==> config.mk <==
export PLATFORM = sky130hd
export DESIGN_NAME = axi_sram_responder
export DESIGN_NICKNAME = d
export VERILOG_FILES = /design/src/rtl/axi_sram_responder.sv
export SDC_FILE = /design/constraint.sdc
export NUM_CORES = 1
export LEC_CHECK = 0
export CORE_AREA = 10 10 152 154
export CTS_CLUSTER_DIAMETER = 80
export DETAILED_ROUTE_END_ITERATION = 8
export DIE_AREA = 0 0 162 164
export PLACE_DENSITY = 0.67
export SETUP_SLACK_MARGIN = 0.02
export SLEW_MARGIN = 15
export SYNTH_ARGS = -nofsm -noshare
export SYNTH_HDL_FRONTEND = slang
export SYNTH_SLANG_ARGS = --single-unit
==> constraint.sdc <==
create_clock -name clk -period 3.3 [get_ports clk]
set_input_delay 0.66 -clock clk [delete_from_list [all_inputs] [get_ports clk]]
set_output_delay 0.66 -clock clk [all_outputs]
set_load 0.1 [all_outputs]
==> src/rtl/axi_sram_responder.sv <==
// AXI slave responder: serves one AXI read or write burst at a time from a
// single-port synchronous SRAM with one cycle of read latency. Reads run
// through a two-entry output FIFO with one SRAM read in flight.
module axi_sram_responder #(
    parameter int BW_ADDR      = 32,
    parameter int BW_DATA      = 32,
    parameter int BW_AXI_TID   = 1,
    parameter int BW_SRAM_ADDR = 10
) (
    input  logic                    clk,
    input  logic                    rstnn,
    // write address channel
    input  logic [BW_AXI_TID-1:0]   rxawid,
    input  logic [BW_ADDR-1:0]      rxawaddr,
    input  logic [7:0]              rxawlen,
    input  logic [2:0]              rxawsize,
    input  logic [1:0]              rxawburst,
    input  logic                    rxawvalid,
    output logic                    rxawready,
    // write data channel
    input  logic [BW_AXI_TID-1:0]   rxwid,
    input  logic [BW_DATA-1:0]      rxwdata,
    input  logic [BW_DATA/8-1:0]    rxwstrb,
    input  logic                    rxwlast,
    input  logic                    rxwvalid,
    output logic                    rxwready,
    // write response channel
    output logic [BW_AXI_TID-1:0]   rxbid,
    output logic [1:0]              rxbresp,
    output logic                    rxbvalid,
    input  logic                    rxbready,
    // read address channel
    input  logic [BW_AXI_TID-1:0]   rxarid,
    input  logic [BW_ADDR-1:0]      rxaraddr,
    input  logic [7:0]              rxarlen,
    input  logic [2:0]              rxarsize,
    input  logic [1:0]              rxarburst,
    input  logic                    rxarvalid,
    output logic                    rxarready,
    // read data channel
    output logic [BW_AXI_TID-1:0]   rxrid,
    output logic [BW_DATA-1:0]      rxrdata,
    output logic [1:0]              rxrresp,
    output logic                    rxrlast,
    output logic                    rxrvalid,
    input  logic                    rxrready,
    // SRAM port
    output logic                    sram_select,
    output logic                    sram_wenable,
    output logic [BW_SRAM_ADDR-1:0] sram_addr,
    output logic [BW_DATA-1:0]      sram_wdata,
    output logic [BW_DATA/8-1:0]    sram_byteenable,
    input  logic [BW_DATA-1:0]      sram_rdata
);

    localparam int         LG_STRB     = $clog2(BW_DATA / 8);
    localparam logic [1:0] BURST_FIXED = 2'b00;
    localparam logic [1:0] BURST_WRAP  = 2'b10;
    localparam logic [1:0] BURST_RSVD  = 2'b11;
    localparam logic [1:0] RESP_OKAY   = 2'b00;
    localparam logic [1:0] RESP_SLVERR = 2'b10;

    typedef enum logic [2:0] {
        S_IDLE,
        S_WRITE,
        S_WRESP,
        S_READ,
        S_RDRAIN
    } state_e;

    state_e                  state_q, state_d;
    logic                    prefer_read_q, prefer_read_d;
    logic [BW_AXI_TID-1:0]   id_q, id_d;
    logic [BW_ADDR-1:0]      addr_q, addr_d;
    logic [7:0]              len_q, len_d;
    logic [2:0]              size_q, size_d;
    logic [1:0]              burst_q, burst_d;
    logic [8:0]              beat_q, beat_d;
    logic                    addr_err_q, addr_err_d;
    logic                    wlast_err_q, wlast_err_d;
    logic [BW_DATA-1:0]      fifo_data_q [2];
    logic [BW_DATA-1:0]      fifo_data_d [2];
    logic [1:0]              fifo_last_q, fifo_last_d;
    logic                    fifo_head_q, fifo_head_d;
    logic [1:0]              fifo_cnt_q, fifo_cnt_d;
    logic                    inflight_q, inflight_d;
    logic                    inflight_last_q, inflight_last_d;

    logic grant_rd, grant_wr;
    logic last_beat, issue_rd;
    logic fifo_nonempty, fifo_tail, push, pop_fifo, r_hs;
    logic unused_bits;

    // Next beat address for FIXED / INCR / WRAP; the reserved type advances like INCR.
    function automatic logic [BW_ADDR-1:0] next_addr(
        input logic [BW_ADDR-1:0] addr,
        input logic [7:0]         len,
        input logic [2:0]         size,
        input logic [1:0]         burst
    );
        logic [BW_ADDR-1:0] step, incr, window;
        step   = BW_ADDR'(1) << size;
        incr   = addr + step;
        window = BW_ADDR'({1'b0, len} + 9'd1) << size;
        case (burst)
            BURST_FIXED: next_addr = addr;
            BURST_WRAP:  next_addr = (addr & ~(window - 1'b1)) | (incr & (window - 1'b1));
            default:     next_addr = incr;
        endcase
    endfunction

    // Reserved burst type or a beat wider than the data bus cannot be served.
    function automatic logic bad_request(input logic [1:0] burst, input logic [2:0] size);
        bad_request = (burst == BURST_RSVD) || (size > 3'(LG_STRB));
    endfunction

    assign last_beat     = (beat_q == {1'b0, len_q});
    assign fifo_nonempty = (fifo_cnt_q != 2'd0);
    assign fifo_tail     = fifo_head_q ^ fifo_cnt_q[0];
    assign issue_rd      = (state_q == S_READ) && ((fifo_cnt_q + {1'b0, inflight_q}) < 2'd2);

    // Empty FIFO lets the in-flight SRAM word fall through, giving N+2 latency.
    assign rxrvalid = fifo_nonempty | inflight_q;
    assign rxrdata  = fifo_nonempty ? fifo_data_q[fifo_head_q] : sram_rdata;
    assign rxrlast  = fifo_nonempty ? fifo_last_q[fifo_head_q] : inflight_last_q;
    assign rxrid    = id_q;
    assign rxrresp  = addr_err_q ? RESP_SLVERR : RESP_OKAY;
    assign r_hs     = rxrvalid & rxrready;
    assign pop_fifo = fifo_nonempty & rxrready;
    // The arriving word is parked unless it bypasses straight into a handshake.
    assign push     = inflight_q & (fifo_nonempty | ~rxrready);

    assign rxbid   = id_q;
    assign rxbresp = (addr_err_q | wlast_err_q) ? RESP_SLVERR : RESP_OKAY;

    assign sram_addr       = addr_q[LG_STRB +: BW_SRAM_ADDR];
    assign sram_wdata      = rxwdata;
    assign sram_byteenable = rxwstrb;

    // AXI4 carries no write ID on the W channel; it is accepted and ignored.
    assign unused_bits = ^rxwid;

    // Transaction FSM: address arbitration, beat sequencing and SRAM strobes.
    always_comb begin
        // NOTE: every output of this block gets a default first so no path leaves a latch.
        state_d       = state_q;
        prefer_read_d = prefer_read_q;
        id_d          = id_q;
        addr_d        = addr_q;
        len_d         = len_q;
        size_d        = size_q;
        burst_d       = burst_q;
        beat_d        = beat_q;
        addr_err_d    = addr_err_q;
        wlast_err_d   = wlast_err_q;
        grant_rd      = 1'b0;
        grant_wr      = 1'b0;
        rxawready     = 1'b0;
        rxarready     = 1'b0;
        rxwready      = 1'b0;
        rxbvalid      = 1'b0;
        sram_select   = 1'b0;
        sram_wenable  = 1'b0;

        case (state_q)
            S_IDLE: begin
                grant_rd  = rxarvalid & (~rxawvalid | prefer_read_q);
                grant_wr  = rxawvalid & ~grant_rd;
                rxarready = grant_rd;
                rxawready = grant_wr;
                if (grant_rd) begin
                    id_d          = rxarid;
                    addr_d        = rxaraddr;
                    len_d         = rxarlen;
                    size_d        = rxarsize;
                    burst_d       = rxarburst;
                    addr_err_d    = bad_request(rxarburst, rxarsize);
                    wlast_err_d   = 1'b0;
                    beat_d        = 9'd0;
                    prefer_read_d = 1'b0;
                    state_d       = S_READ;
                end else if (grant_wr) begin
                    id_d          = rxawid;
                    addr_d        = rxawaddr;
                    len_d         = rxawlen;
                    size_d        = rxawsize;
                    burst_d       = rxawburst;
                    addr_err_d    = bad_request(rxawburst, rxawsize);
                    wlast_err_d   = 1'b0;
                    beat_d        = 9'd0;
                    prefer_read_d = 1'b1;
                    state_d       = S_WRITE;
                end
            end
            S_WRITE: begin
                rxwready = 1'b1;
                if (rxwvalid) begin
                    sram_select  = ~addr_err_q;
                    sram_wenable = 1'b1;
                    addr_d       = next_addr(addr_q, len_q, size_q, burst_q);
                    beat_d       = beat_q + 9'd1;
                    // Length comes from AWLEN; WLAST is only cross-checked.
                    if (last_beat) begin
                        wlast_err_d = wlast_err_q | ~rxwlast;
                        state_d     = S_WRESP;
                    end else begin
                        wlast_err_d = wlast_err_q | rxwlast;
                    end
                end
            end
            S_WRESP: begin
                rxbvalid = 1'b1;
                if (rxbready) begin
                    state_d = S_IDLE;
                end
            end
            S_READ: begin
                if (issue_rd) begin
                    sram_select = ~addr_err_q;
                    addr_d      = next_addr(addr_q, len_q, size_q, burst_q);
                    beat_d      = beat_q + 9'd1;
                    if (last_beat) begin
                        state_d = S_RDRAIN;
                    end
                end
            end
            S_RDRAIN: begin
                if (r_hs && rxrlast) begin
                    state_d = S_IDLE;
                end
            end
            default: state_d = S_IDLE;
        endcase
    end

    // Read-return FIFO bookkeeping and the single in-flight SRAM read.
    always_comb begin
        fifo_data_d     = fifo_data_q;
        fifo_last_d     = fifo_last_q;
        fifo_head_d     = fifo_head_q ^ pop_fifo;
        fifo_cnt_d      = fifo_cnt_q + {1'b0, push} - {1'b0, pop_fifo};
        inflight_d      = issue_rd;
        inflight_last_d = issue_rd & last_beat;
        if (push) begin
            fifo_data_d[fifo_tail] = sram_rdata;
            fifo_last_d[fifo_tail] = inflight_last_q;
        end
    end

    // State registers; reset aborts any burst, flushes the FIFO and drops the in-flight read.
    always_ff @(posedge clk or negedge rstnn) begin
        if (!rstnn) begin
            state_q         <= S_IDLE;
            prefer_read_q   <= 1'b1;
            id_q            <= '0;
            addr_q          <= '0;
            len_q           <= '0;
            size_q          <= '0;
            burst_q         <= '0;
            beat_q          <= '0;
            addr_err_q      <= 1'b0;
            wlast_err_q     <= 1'b0;
            // NOTE: the FIFO is only two flops deep, so it is reset rather than left as RAM.
            fifo_data_q[0]  <= '0;
            fifo_data_q[1]  <= '0;
            fifo_last_q     <= '0;
            fifo_head_q     <= 1'b0;
            fifo_cnt_q      <= '0;
            inflight_q      <= 1'b0;
            inflight_last_q <= 1'b0;
        end else begin
            // NOTE: non-blocking updates so every register samples the same pre-edge values.
            state_q         <= state_d;
            prefer_read_q   <= prefer_read_d;
            id_q            <= id_d;
            addr_q          <= addr_d;
            len_q           <= len_d;
            size_q          <= size_d;
            burst_q         <= burst_d;
            beat_q          <= beat_d;
            addr_err_q      <= addr_err_d;
            wlast_err_q     <= wlast_err_d;
            fifo_data_q     <= fifo_data_d;
            fifo_last_q     <= fifo_last_d;
            fifo_head_q     <= fifo_head_d;
            fifo_cnt_q      <= fifo_cnt_d;
            inflight_q      <= inflight_d;
            inflight_last_q <= inflight_last_d;
        end
    end

endmodule

==> results of run 1 <==
metal layers:
layer  share of wire (%)  up-vias  track usage [%]
met2                  48      184            26.39
met3                 4.9       37            3.179
li1                    -     3134                -
met5                   0        -                0
met1                  45     3065            19.96
met4                 2.0        0            5.252
cells in the final DEF (no fill, tap or decap), drive strengths merged, types with 5 or more instances in the layout:
master	instances
nor2b	9
a31oi	8
mux2	73
nand2	50
ha	13
o31ai	5
nand3	11
nor3	23
nand2b	10
nor2	91
and4	5
inv	14
clkbuf	10
mux2i	60
or2	5
dfrtp	111
buf	79
a221oi	5
a21oi	56
a311oi	6
and2	7
nand4	8
a211oi	8
and3	8
clkdlybuf4s50	91
or3	5
xnor2	24
o21ai	43
xor2	13
cell type report:
| class | instances | share of cell area (%) |
|---|---|---|
| Clock buffer | 10 | 2.288 |
| Antenna cell | 1 | 0.02500 |
| Timing Repair Buffer | 170 | 20.02 |
| Inverter | 11 | 0.4125 |
| Tap cell | 270 | 3.375 |
| Multi-Input combinational cell | 614 | 45.34 |
| Sequential cell | 112 | 28.02 |
| Clock inverter | 6 | 0.5125 |
per-stage QoR:
| step | TNS [ns] | hold slack (ns) | util (%) | setup WS [ns] |
|---|---|---|---|---|
| after detailed placement | 0 | 0.4949 | 48.54 | 0.3078 |
| after global routing | 0 | 0.2378 | 49.94 | 0.03755 |
| after CTS | 0 | 0.2241 | 49.94 | 0.3109 |
| after global placement | 0 | 0.4875 | 48.54 | 0.3590 |
| final | 0 | 0.2146 | 49.95 | 0.2795 |
| after floorplan | -0.06600 | 0.3644 | - | -0.06600 |
cell families after synthesis:
family | after synthesis | share of synthesized area (%)
adder cells (fa/ha/maj) | 14 | 2.318
buffers and inverters | 116 | 8.622
multiplexers | 133 | 18.05
AO/OA/AOI/OAI | 184 | 16.21
XOR/XNOR | 37 | 4.208
AND/OR/NAND/NOR | 244 | 14.96
flip-flops | 112 | 35.58
other | 1 | 0.04759
worst paths after layout:
kind | startpoint | endpoint | cells after the start
min | rstnn | fifo_data_q[26] | 1
min in group clk | fifo_data_q[41] | fifo_data_q[41] | 1
max | len_q[1] | flip-flop | 9
max reg2reg | len_q[1] | flip-flop | 9
max in group asynchronous | rstnn | fifo_head_q | 2
min reg2reg | fifo_data_q[41] | fifo_data_q[41] | 1
==> summary.md, run 1 <==
* 4538 sq um — area of combinational cells with multiple inputs
* sky130_fd_sc_hd__dfrtp_1 (111), sky130_fd_sc_hd__nor2_1 (90), sky130_fd_sc_hd__mux2_2 (73) — most numerous cell types in the synthesized netlist
* 7880 sq um — Synth Cell Area
* 1194 — post-layout instance count excluding filler cells
* 10010 sq um — fin area
* sky130_fd_sc_hd__dfrtp_1 (35%), sky130_fd_sc_hd__mux2_2 (10%), sky130_fd_sc_hd__mux2i_1 (7.6%) — leading post-synthesis cells by cell area
* 0 — final hold viol count
* 0.36 ns — clock latency of the later-clocked register in the worst-skew pair
* 3 — deepest level of the CTS H-tree
* 303 — detailed router's first-iteration violation count
* 7 — Max FO, Critical Path
* 0 — max-capacitance violation count
* 53 — largest net degree at the start of global routing
* 5 — First-pass DRT Iterations
* 0.9739 ns — worst-margin pin slew
* 6420 — routed vias
* 16.23 mm — final HPWL from detailed placement
* false — RSZ-0062 raised after global routing
* sky130_fd_sc_hd__clkbuf_16 — clock root cell
* 6467 — number of global-route vias before repair
* 34.87% — worst rel slew slack
* 164 um — Vert. Die Dim
* 34.17 mm — wire length of the first global-routing pass
* flip-flop — Critical Path Sink Type
* sky130_fd_sc_hd__dfrtp_1 — library cell occupying the most area in the post-synthesis netlist
* 1101 — net total in the final layout
* flip-flop — Critical Path Start Type
* 35.25% — Yosys top cell area share
* 82 — number of distinct standard cells referenced by the synthesized netlist
* 0 — remaining global-route overflow
* 3.021 ns — clock period minus final worst setup slack
* 0 — warning count from the yosys run
* flip-flop to flip-flop — critical path class
* built — CTS tree
* 1901 — count of filler cells inserted in the layout
* 112 — total of flip-flops plus latches after synthesis
* 1 — antenna violations before repair
* 0.55 ns — delay contributed by the slowest stage of the critical path
* 145 — number of buffers inserted by port buffering
* 27.02% — area added between synthesis and finish
* 261 — I/O pin total
* 52 — placement row count
* 21.22 mm — Routed Wire Length
* 17.77 um — average wire per cell in the routed design
* 112 — clock net sink count
* ha_1 > and3_1 > xor2_1 > a2111oi_2 > o2111ai_2 > nor3_1 > xor2_1 > a221oi_1 > a2bb2oi_1 — ordered list of cells on the worst path
* 100.0% — share of async-settable or async-resettable flops after synthesis
* sky130_fd_sc_hd__dfrtp_1 — Worst path slowest cell
* 2 — clock tree buffer depth
* 3.54 ns — Worst Path Required
* 20040 sq um — CORE AREA
* input pin to asynchronous set/reset pin — Tightest Hold Check Type
* 9.370 sq um — Post-Synthesis Mean Instance Area
* sky130_fd_sc_hd__dfrtp_1 — most numerous cell in the Yosys netlist
* 0 — hold buffer count at cts
* 0 — antenna-violating nets left
* 24.92% — proportion of layout cells with a drive suffix above 1
* 9727 sq um — placed cell area
* 0 — final setup vio count
* sky130_fd_sc_hd__dfrtp_1 — top_reg_cell synth
* 0 — buffers plus inverters on the worst setup path
* 39.32% — Starting Density
* 5.377 — via count normalized by instance count
* 2805 sq um — register cell area after layout
* 162 um — floorplan die width
* 35.58% — proportion of synthesized chip area in sequential cells
* 0 — number of pins exceeding their max-slew limit in the final report
* 0 — number of remaining DRC errors
* 331.1 MHz — fmax
* 0.28 ns — reg-to-reg setup timing slack
* 0.007293 ns — largest clock skew in the final design
* finished, final reports clean — run status
* 3.26 ns — WP data arrival
* 841 — Post-Synthesis Cells
* 91.53% — crit share post-route
* compound AO/OA/AOI/OAI gates — Crit path max-delay family
* sky130_fd_sc_hd__xor2_1 — critical path's most frequent cell
* 15.78% — GR Util All Layers
* 0.8920 — last weighted congestion value of the routability-driven placer
* 0 — post_cts resized
* 0 — Post-synth EDFFs
* 9 — Inserted Clock Buffers
* 26570 sq um — die area
* 0 — Setup Buffers After CTS
* 1177 — placed instance count
* 0.08 ns — clock slew seen by the registers of the worst setup and hold paths
Power of run 1 is left out: the tool's default activity adds up to more than one toggle a clock period on the data nets, which glitch-free logic cannot reach.
==> run 2, diff against run 1 <==
--- a/config.mk
+++ b/config.mk
@@ -5,6 +5,7 @@
 export SDC_FILE = /design/constraint.sdc
 export NUM_CORES = 1
 export LEC_CHECK = 0
+export CAP_MARGIN = 20
 export CORE_AREA = 10 10 152 154
 export CTS_CLUSTER_DIAMETER = 80
 export DETAILED_ROUTE_END_ITERATION = 8
==> results of run 2 <==
No change in the layout: final DEF, timing and power equal those of run 1.
Power of run 2 is left out for the same reason.
==> run 3, diff against run 2 <==
--- a/config.mk
+++ b/config.mk
@@ -10,7 +10,8 @@
 export CTS_CLUSTER_DIAMETER = 80
 export DETAILED_ROUTE_END_ITERATION = 8
 export DIE_AREA = 0 0 162 164
-export PLACE_DENSITY = 0.67
+export MAX_ROUTING_LAYER = met4
+export PLACE_DENSITY = 0.7
 export SETUP_SLACK_MARGIN = 0.02
 export SLEW_MARGIN = 15
 export SYNTH_ARGS = -nofsm -noshare
==> run 3 against run 2 <==
Compared with the run above: flip-flop and latch count unchanged; clock-buffer cell count is 1 lower; sequential share of layout area fell by 0.23 points; register-to-register slack gained 0.097 ns; global-route usage is 0.37 points higher; hold slack improved by 0.093 ns; maximum frequency is 3.3% higher; core utilization grew 0.42 points; non-clock buffer count rose by 4; via count rose by 1.0%; wire length is essentially flat; critical path type unchanged; largest cell class unchanged; highest routed layer unchanged.
==> summary.md, run 3 (same netlist as run 1, synthesis figures left out) <==
* finished, final reports clean — run status
* 10 — Max FO, Critical Path, +3
* 33.87 mm — wire length of the first global-routing pass, -0.87%
* 9 — Inserted Clock Buffers, unchanged
* 0 — buffers plus inverters on the worst setup path, unchanged
* 342.1 MHz — fmax, +3.3%
* 0 — antenna violations before repair, -1
* 5 — First-pass DRT Iterations, unchanged
* len_q[0] — reg2reg start
* flip-flop — Critical Path Start Type
* 34.85% — worst rel slew slack, about the same
* 164 um — Vert. Die Dim, unchanged
* 57 — largest net degree at the start of global routing, +7.5%
* 1850 — count of filler cells inserted in the layout, -2.7%
* sky130_fd_sc_hd__dfrtp_1 — Worst path slowest cell
* 0 — ant diodes, -1
* 0.3074 ns — Hold WS, +0.09280 ns
* 0 — hold buffer count at cts, unchanged
* 21.23 mm — Routed Wire Length, about the same
* 2 — clock tree buffer depth, unchanged
* 0.49 ns — delay contributed by the slowest stage of the critical path, -0.06 ns
* 3.20 ns — WP data arrival, -0.06 ns
* 0 ns — total negative slack for setup checks, unchanged
* 3.58 ns — Worst Path Required, +0.04 ns
* 0.9742 ns — worst-margin pin slew, +0.0002821 ns
* 0 — number of remaining DRC errors, unchanged
* 20040 sq um — CORE AREA, unchanged
* 52 — placement row count, unchanged
* 0 — number of pins exceeding their max-slew limit in the final report, unchanged
* built — CTS tree
* 0 — Setup Buffers After CTS, unchanged
* 162 um — floorplan die width, unchanged
* 0 — final setup vio count, unchanged
* 112 — clock net sink count, unchanged
* 5.419 — via count normalized by instance count, +0.79%
* 145 — number of buffers inserted by port buffering, unchanged
* 0 — post_cts resized, unchanged
* ha_1 > xnor2_2 > o221a_2 > a31o_2 > o2111ai_2 > nor3_1 > xor2_1 > a221oi_1 > a2bb2oi_1 — ordered list of cells on the worst path
* 25.35% — proportion of layout cells with a drive suffix above 1, +0.43 points
* 0 — remaining global-route overflow, unchanged
* 261 — I/O pin total, unchanged
* 6315 — number of global-route vias before repair, -2.4%
* sky130_fd_sc_hd__dfrtp_1 (110), sky130_fd_sc_hd__clkdlybuf4s50_1 (91), sky130_fd_sc_hd__nor2_1 (89), sky130_fd_sc_hd__mux2_2 (73), sky130_fd_sc_hd__mux2i_1 (60) — top library cells by usage in the layout, fill and taps aside
* 0 — antenna-violating nets left, unchanged
* false — RSZ-0062 raised after global routing
* 50.37% — final standard cell utilization of the core, +0.42 points
* compound AO/OA/AOI/OAI gates — Crit path max-delay family
* 0.3769 ns — final critical-path setup slack, +0.09748 ns
* 6487 — routed vias, +1.0%
* flip-flop — Critical Path Sink Type
* 16.17 mm — final HPWL from detailed placement, -0.40%
* 88.58% — crit share post-route, -3.0 points
* 467 — detailed router's first-iteration violation count, +54%
* 0 — max-capacitance violation count, unchanged
* 0 — final hold viol count, unchanged
* 28.09% — area added between synthesis and finish
* 0.9180 — last weighted congestion value of the routability-driven placer, +2.9%
* 2.923 ns — clock period minus final worst setup slack, -0.09748 ns
* flip-flop to flip-flop — critical path class
* 17.73 um — average wire per cell in the routed design, -0.21%
* 2805 sq um — register cell area after layout, unchanged
* 0.38 ns — reg-to-reg setup timing slack, +0.10 ns
* 39.32% — Starting Density, unchanged
* 0.4537 ns — Setup WS pre-CTS, +0.1459 ns
* sky130_fd_sc_hd__clkbuf_16 — clock root cell
* 4548 sq um — area of combinational cells with multiple inputs, +0.22%
* 0.36 ns — clock latency of the later-clocked register in the worst-skew pair, about the same
* 9 — number of cells on the worst reg-to-reg path, unchanged
* 3 — deepest level of the CTS H-tree, unchanged
* 26570 sq um — die area, unchanged
* 16.15% — GR Util All Layers, +0.37 points
* sky130_fd_sc_hd__dfrtp_1 — leading cell type in the layout, fill and taps excluded
* 0.08 ns — clock slew seen by the registers of the worst setup and hold paths, about the same
* 1105 — net total in the final layout, +0.36%
* input pin to asynchronous set/reset pin — Tightest Hold Check Type
* 0.009843 ns — largest clock skew in the final design, +0.002550 ns
run 3: changes by cell type in the layout (fill, tap and decap cells not counted), moves of 2 or more:
cell / before / now
sky130_fd_sc_hd__buf_12: 40 / 42
sky130_fd_sc_hd__buf_4: 39 / 41
sky130_fd_sc_hd__clkinvlp_4: 2 / 0
sky130_fd_sc_hd__inv_6: 1 / 3
run 3: per-stage QoR:
stage,cells,instance area [sq um]
after floorplan,842,7999
after global placement,1181,9792
after detailed placement,1181,9792
after CTS,1197,10090
after global routing,1197,10090
final,1197,10090
run 3: worst max-delay path by stage:
stage	endpoint	depth (start not counted)	start	slack (ns)
floorplan	rxrdata[1]	4	fifo_cnt_q[1]	-0.07
global placement	flip-flop	9	len_q[1]	0.47
detailed placement	flip-flop	9	len_q[1]	0.45
CTS	flip-flop	9	len_q[1]	0.43
global route	flip-flop	9	len_q[1]	0.23
finish	flip-flop	9	len_q[0]	0.38
run 3: layout make-up:
type                       instances  area share [%]
clock buffer                       9           2.231
clock inverter                     7          0.7562
inverter                          11          0.4091
multi-input combinational        614           45.06
sequential                       112           27.79
tap                              270           3.347
timing repair buffer             174           20.40
run 3: per-layer routing:
layer  vias to the layer above  share of wire, %  global-route usage, %  wire, um
met3                        18               5.6                  3.504      1186
met2                       195                48                  25.95     10180
met1                      3131                45                  20.31      9634
met4                         0               1.1                  4.094       229
met5                         -                 0                      -         0
li1                       3143                 -                      -         -
run 3: worst register-to-register path: stages (launching register included):
cell and delay [ns]:
sky130_fd_sc_hd__dfrtp_1 0.49, sky130_fd_sc_hd__ha_1 0.34, sky130_fd_sc_hd__xnor2_2 0.39, sky130_fd_sc_hd__o221a_2 0.37, sky130_fd_sc_hd__a31o_2 0.19, sky130_fd_sc_hd__o2111ai_2 0.21
sky130_fd_sc_hd__nor3_1 0.24, sky130_fd_sc_hd__xor2_1 0.14, sky130_fd_sc_hd__a221oi_1 0.29, sky130_fd_sc_hd__a2bb2oi_1 0.18
Power of run 3 is left out for the same reason.
